## config.mk

```make
export PLATFORM = sky130hd
export DESIGN_NAME = kernel_a_vout_collect
export DESIGN_NICKNAME = d
export VERILOG_FILES = /design/src/rtl/kernel_a_vout_collect.sv
export SDC_FILE = /design/constraint.sdc
export NUM_CORES = 1
export LEC_CHECK = 0
export BUFFER_PORTS_ARGS = -buffer_cell sky130_fd_sc_hd__buf_4
export CORE_ASPECT_RATIO = 1.25
export CORE_MARGIN = 3
export CORE_UTILIZATION = 60
export DETAILED_ROUTE_END_ITERATION = 6
export GPL_ROUTABILITY_DRIVEN = 0
export GPL_TIMING_DRIVEN = 0
export PLACE_DENSITY = 0.82
export SYNTH_ARGS = -nofsm -noshare
export SYNTH_HDL_FRONTEND = slang
export SYNTH_SLANG_ARGS = --single-unit
```

## constraint.sdc

```tcl
create_clock -name clk -period 5 [get_ports clk]
set_clock_uncertainty 0.2 [all_clocks]
set_input_delay 0 -clock clk [delete_from_list [all_inputs] [get_ports clk]]
set_output_delay 0 -clock clk [all_outputs]
set_load 0.02 [all_outputs]
```

## src/rtl/kernel_a_vout_collect.sv

```systemverilog
// Output collector for a stallable pipeline: absorbs results into a
// small FIFO, drives stall upstream, streams downstream, counts a run.
module kernel_a_vout_collect #(
  parameter int DATAW  = 32,
  parameter int DEPTH  = 4,
  parameter int NITEMS = 1024
) (
  input  logic                     clk,
  input  logic                     rst,
  input  logic [DATAW-1:0]         in_data,
  input  logic                     in_valid,
  output logic                     stall,
  output logic [DATAW-1:0]         m_data,
  output logic                     m_valid,
  input  logic                     m_ready,
  output logic                     done,
  output logic [$clog2(DEPTH):0]   fill
);

  localparam int AW = $clog2(DEPTH);
  localparam int CW = $clog2(NITEMS + 1);
  localparam logic [AW:0]   DEPTH_F  = (AW + 1)'(DEPTH);
  localparam logic [CW-1:0] NITEMS_C = CW'(NITEMS);
  localparam logic [CW-1:0] LAST_C   = CW'(NITEMS - 1);

  logic [DATAW-1:0] r_mem [DEPTH];
  logic [AW-1:0]    r_wp;
  logic [AW-1:0]    r_rp;
  logic [AW:0]      r_fill;
  logic [CW-1:0]    r_acc;
  logic [CW-1:0]    r_pop;
  logic             r_done;

  logic w_full;
  logic w_lim;
  logic w_push;
  logic w_pop;

  // stall depends on registered state only, never on this cycle's handshakes
  assign w_full  = (r_fill == DEPTH_F);
  assign w_lim   = (r_acc == NITEMS_C);
  assign stall   = !rst | w_full | w_lim;
  assign w_push  = in_valid & !stall;
  assign m_valid = (r_fill != '0);
  assign w_pop   = m_valid & m_ready;
  assign m_data  = r_mem[r_rp];
  assign fill    = r_fill;
  assign done    = r_done;

  always_ff @(posedge clk) begin
    if (w_push) begin
      r_mem[r_wp] <= in_data;
    end
  end

  always_ff @(posedge clk or negedge rst) begin
    if (!rst) begin
      r_wp   <= '0;
      r_rp   <= '0;
      r_fill <= '0;
      r_acc  <= '0;
      r_pop  <= '0;
      r_done <= 1'b0;
    end else begin
      if (w_push) begin
        r_wp <= r_wp + AW'(1);
        if (!w_lim) begin
          r_acc <= r_acc + CW'(1);
        end
      end
      if (w_pop) begin
        r_rp <= r_rp + AW'(1);
        if (r_pop != NITEMS_C) begin
          r_pop <= r_pop + CW'(1);
        end
        if (r_pop == LAST_C) begin
          r_done <= 1'b1;
        end
      end
      unique case ({w_push, w_pop})
        2'b10:   r_fill <= r_fill + (AW + 1)'(1);
        2'b01:   r_fill <= r_fill - (AW + 1)'(1);
        default: r_fill <= r_fill;
      endcase
    end
  end

endmodule

```

==> metrics.md <==
| Metric | Value |
|---|---|
| CP peak stage delay | 0.56 ns |
| Least-Margin Pin Slew | between 0.8 and 0.9 ns |
| Worst-Skew Late Latency | around 0.42 ns |
| Mapped cell area | 0.00617 mm2 |
| Post-Route WL | 12.0 mm |
| Nets | approximately 480 |
| Worst Setup End Kind | register |
| Routed WL per cell | 21.0 um |
| GRT Overall Usage | a little under a quarter |
| CP max-delay cell | dlygate4sd3_1 |
| R2R depth | 11 |
| Largest net degree at the start of global routing | 33 |
| Placement row count | 40 |
| Post-DP HPWL | 6.37 mm |
| Power Total | 4.55 mW |
| Final setup viols | 0 |
| Critical path depth | 14 |
| RSZ-0062 raised after global routing | false |
| CTS tree | yes |
| Max Cap Violations | 0 |
| CTS buffer count | 17 |
| Worst-path clk slew | 0.06 ns |
| # H-tree levels | 4 |
| Worst Setup Slack, final | 2.22 ns |
| Max-slew violations | 0 |
| Chip Width | 96.7 um |
| Post-CTS resize count | 0 |
| Reg2Reg Setup Slack | 2.26 ns |
| Critical Path Sink | fill[2] |
| Sw power | roughly 1.3 mW |
| Total gr overflow | 0 |
| Pwr Density | between 500 and 600 mW/mm2 |
| Starting density of the core | 62.9% |
| Status | finished clean |
| Clock Tree Buf Depth | 2 |
| Synth Instances | 307 |
| Share of post-route cells with drive strength above 1 | 35.4% |
| Reg power frac | 38.5% |
| Sw frac | 29.6% |
| Root buf cell | clkbuf_16 |
| CP arrival | 2.92 ns |
| Area growth syn-to-layout | 28.2% |
| Combinational power share | a little under a third |
| Worst path cell trace | dlygate4sd3_1 > dlygate4sd3_1 > buf_4 > nand2_1 > nor2_4 > and2_4 > buf_6 > inv_2 > ha_1 > inv_1 > fa_1 > xor2_1 > nor2_1 > xor2_1 |
| Syn Nets | between 300 and 400 |
| Critical path class | in2reg |
| Sequential element share of the synthesized area | 74.4% |
| Placed cell area | about 0.0069 mm2 |
| Die area | 0.0116 mm2 |
| Max rail drop VDD | 0.000337 V |
| Mean area per synthesized cell | slightly above 20 um2 |
| Type of origin of the critical path | input port |
| Die Height | 119 um |
| Starting DRT DRC Count | 288 |
| Hold crit path type | in2reg |
| F_max | ~360 MHz |
| Detailed Routing Iterations Pass 1 | 5 |
| CP startpoint | rst |
| TNS Setup | 0 ns |
| Final Cell Area | 0.00792 mm2 |
| Filler cells | between 400 and 500 |
| Multi-input logic area | between 0.001 and 0.0015 mm2 |
| Slew margin rel. | a little over two fifths |
| Dpl ws | 2.27 ns |
| Sequential cell area | 0.00459 mm2 |
| R2R Path End | fill[2] |
| Vias in the first global route | 3485 |
| #FFs+latches synth | 158 |
| R2r startpoint | r_acc[2] |
| Initial antenna violation count | 1 |
| Clock Sink Count | roughly 160 |
| DR vias | 3311 |
| Static leakage | 2.95 nW |
| Ant. Diodes | 0 |
| DRC viols | 0 |
| Finished Layout Cells | between 500 and 600 |
| Antenna Violating Nets Remaining | 0 |
| Cell family with most CP delay | buffers and inverters |
| Yosys warns | 0 |
| Clock Power Share | ~31% |
| # port buffers | 73 |
| First-pass GRT wire length | 19.6 mm |
| Core ar. | 0.00981 mm2 |
| Worst Path Buf+Inv | 6 |
| CP required | 5.14 ns |
| Power Internal | 3.20 mW |
| Placed insts | 506 |
| Distinct cells, synth | 35 |
| CP Max Fanout | 10 |
| Fin crit period | approximately 2.8 ns |
| Fin crit share | between 50 and 60% |
| Vias per std cell | roughly 5.8 |
| I/O Pins | 74 |
| Hold Fails Final Rpt | 0 |
cells in the mapped netlist:
cell,instances,area (um2)
inv_1,10,37.5
nand3b_1,1,7.51
xor2_1,7,61.3
buf_6,1,11.3
inv_2,2,7.51
a41oi_1,1,8.76
and2_4,1,8.76
fa_1,1,20.0
nor4_1,2,12.5
dfrtp_1,30,751
nor4_2,4,50.1
nand4_1,7,43.8
and4_1,1,8.76
and3_1,6,37.5
nand3_1,9,45.0
buf_2,5,25.0
nor3b_2,1,12.5
buf_4,1,7.51
o31ai_1,1,7.51
mux4_2,32,721
nor3_1,2,10.0
edfxtp_1,128,3840
xnor2_2,2,32.5
nor2_4,1,11.3
nor2_1,4,15.0
xnor2_1,17,149
o21ai_2,2,17.5
clkbuf_1,3,11.3
o31ai_2,1,12.5
ha_1,9,113
nand4_2,1,12.5
o21ai_1,1,5.00
nand2_1,11,41.3
mux2i_1,1,10.0
or3_1,1,6.26
layout make-up:
type | instances | area share [%]
multi-input combinational | 127 | 18.8
clock inverter | 13 | 2.77
clock buffer | 19 | 5.47
tap | 126 | 1.99
sequential | 158 | 58.0
timing repair buffer | 110 | 11.7
inverter | 12 | 0.569
buffer | 10 | 0.695
repair_timing:
item,CTS,global route
setup buffers,0,0
hold endpoints to repair,180,0
hold buffers,37,0
per-layer routing:
metal	part of all wire, %	GRT usage, %	wire length, um	vias to the layer above
li1	-	-	-	1466
met1	41	30.4	4940	1686
met2	51	36.1	6180	134
met3	5.6	5.98	678	23
met4	2.0	10.0	240	2
met5	0.091	0	11	-
cell families after synthesis:
logic type | Yosys count | share of synthesized area [%]
fa+ha+maj | 10 | 2.15
buf+inv | 22 | 1.62
mux | 33 | 11.8
flops | 158 | 74.4
compound gates | 6 | 0.831
xor+xnor | 26 | 3.93
simple gates | 52 | 5.23
worst min path at each step:
| stage | cells past startpoint | slack [ns] | to | from |
|---|---|---|---|---|
| 3_3_place_gp | 1 | -0.25 | r_pop[7] | rst |
| 3_5_place_dp | 1 | -0.24 | r_pop[7] | rst |
| 4_1_cts | 2 | 0.11 | r_mem[2][3] | in_data[3] |
| 5_1_grt | 2 | 0.12 | r_mem[3][8] | in_data[8] |
| 2_1_floorplan | 0 | -0.50 | done | rst |
| 6_report | 2 | 0.13 | r_mem[0][5] | in_data[5] |
power groups by stage:
stage | combinational, mW | sequential (mW) | clock, mW
floorplan | 0.889 | 1.75 | 0
global placement | 1.33 | 1.75 | 0
detailed placement | 1.34 | 1.76 | 0
CTS | 1.39 | 1.74 | 1.42
global route | 1.48 | 1.77 | 1.49
finish | 1.37 | 1.75 | 1.42
registers in the layout, summed over array words and instances, names as in the netlist:
name,count
fill,3
r_rp,2
r_acc,11
done,1
r_mem,128
r_pop,11
r_wp,2
through the flow:
| stage | hold WS, ns | util [%] |
|---|---|---|
| after floorplan | -0.496 | - |
| after global placement | -0.247 | 70.1 |
| after detailed placement | -0.245 | 70.2 |
| after CTS | 0.113 | 80.7 |
| after global routing | 0.123 | 80.7 |
| final | 0.129 | 80.7 |
cells in the final DEF (no fill, tap or decap), types with 3 or more instances in the layout:
cell           instances
buf_2                  5
nand2_1               11
buf_4                 74
nor4_2                 4
nand3_1                9
clkbuf_1               5
clkinv_1               3
dlygate4sd3_1         36
bufinv_16              6
nor2_1                 4
mux4_2                32
nand4_1                7
and3_2                 4
ha_1                   9
dfrtp_1               30
xor2_1                 7
edfxtp_1             128
xnor2_1               17
clkbuf_16             17
inv_1                 10
(Power assumes the default switching activity.)
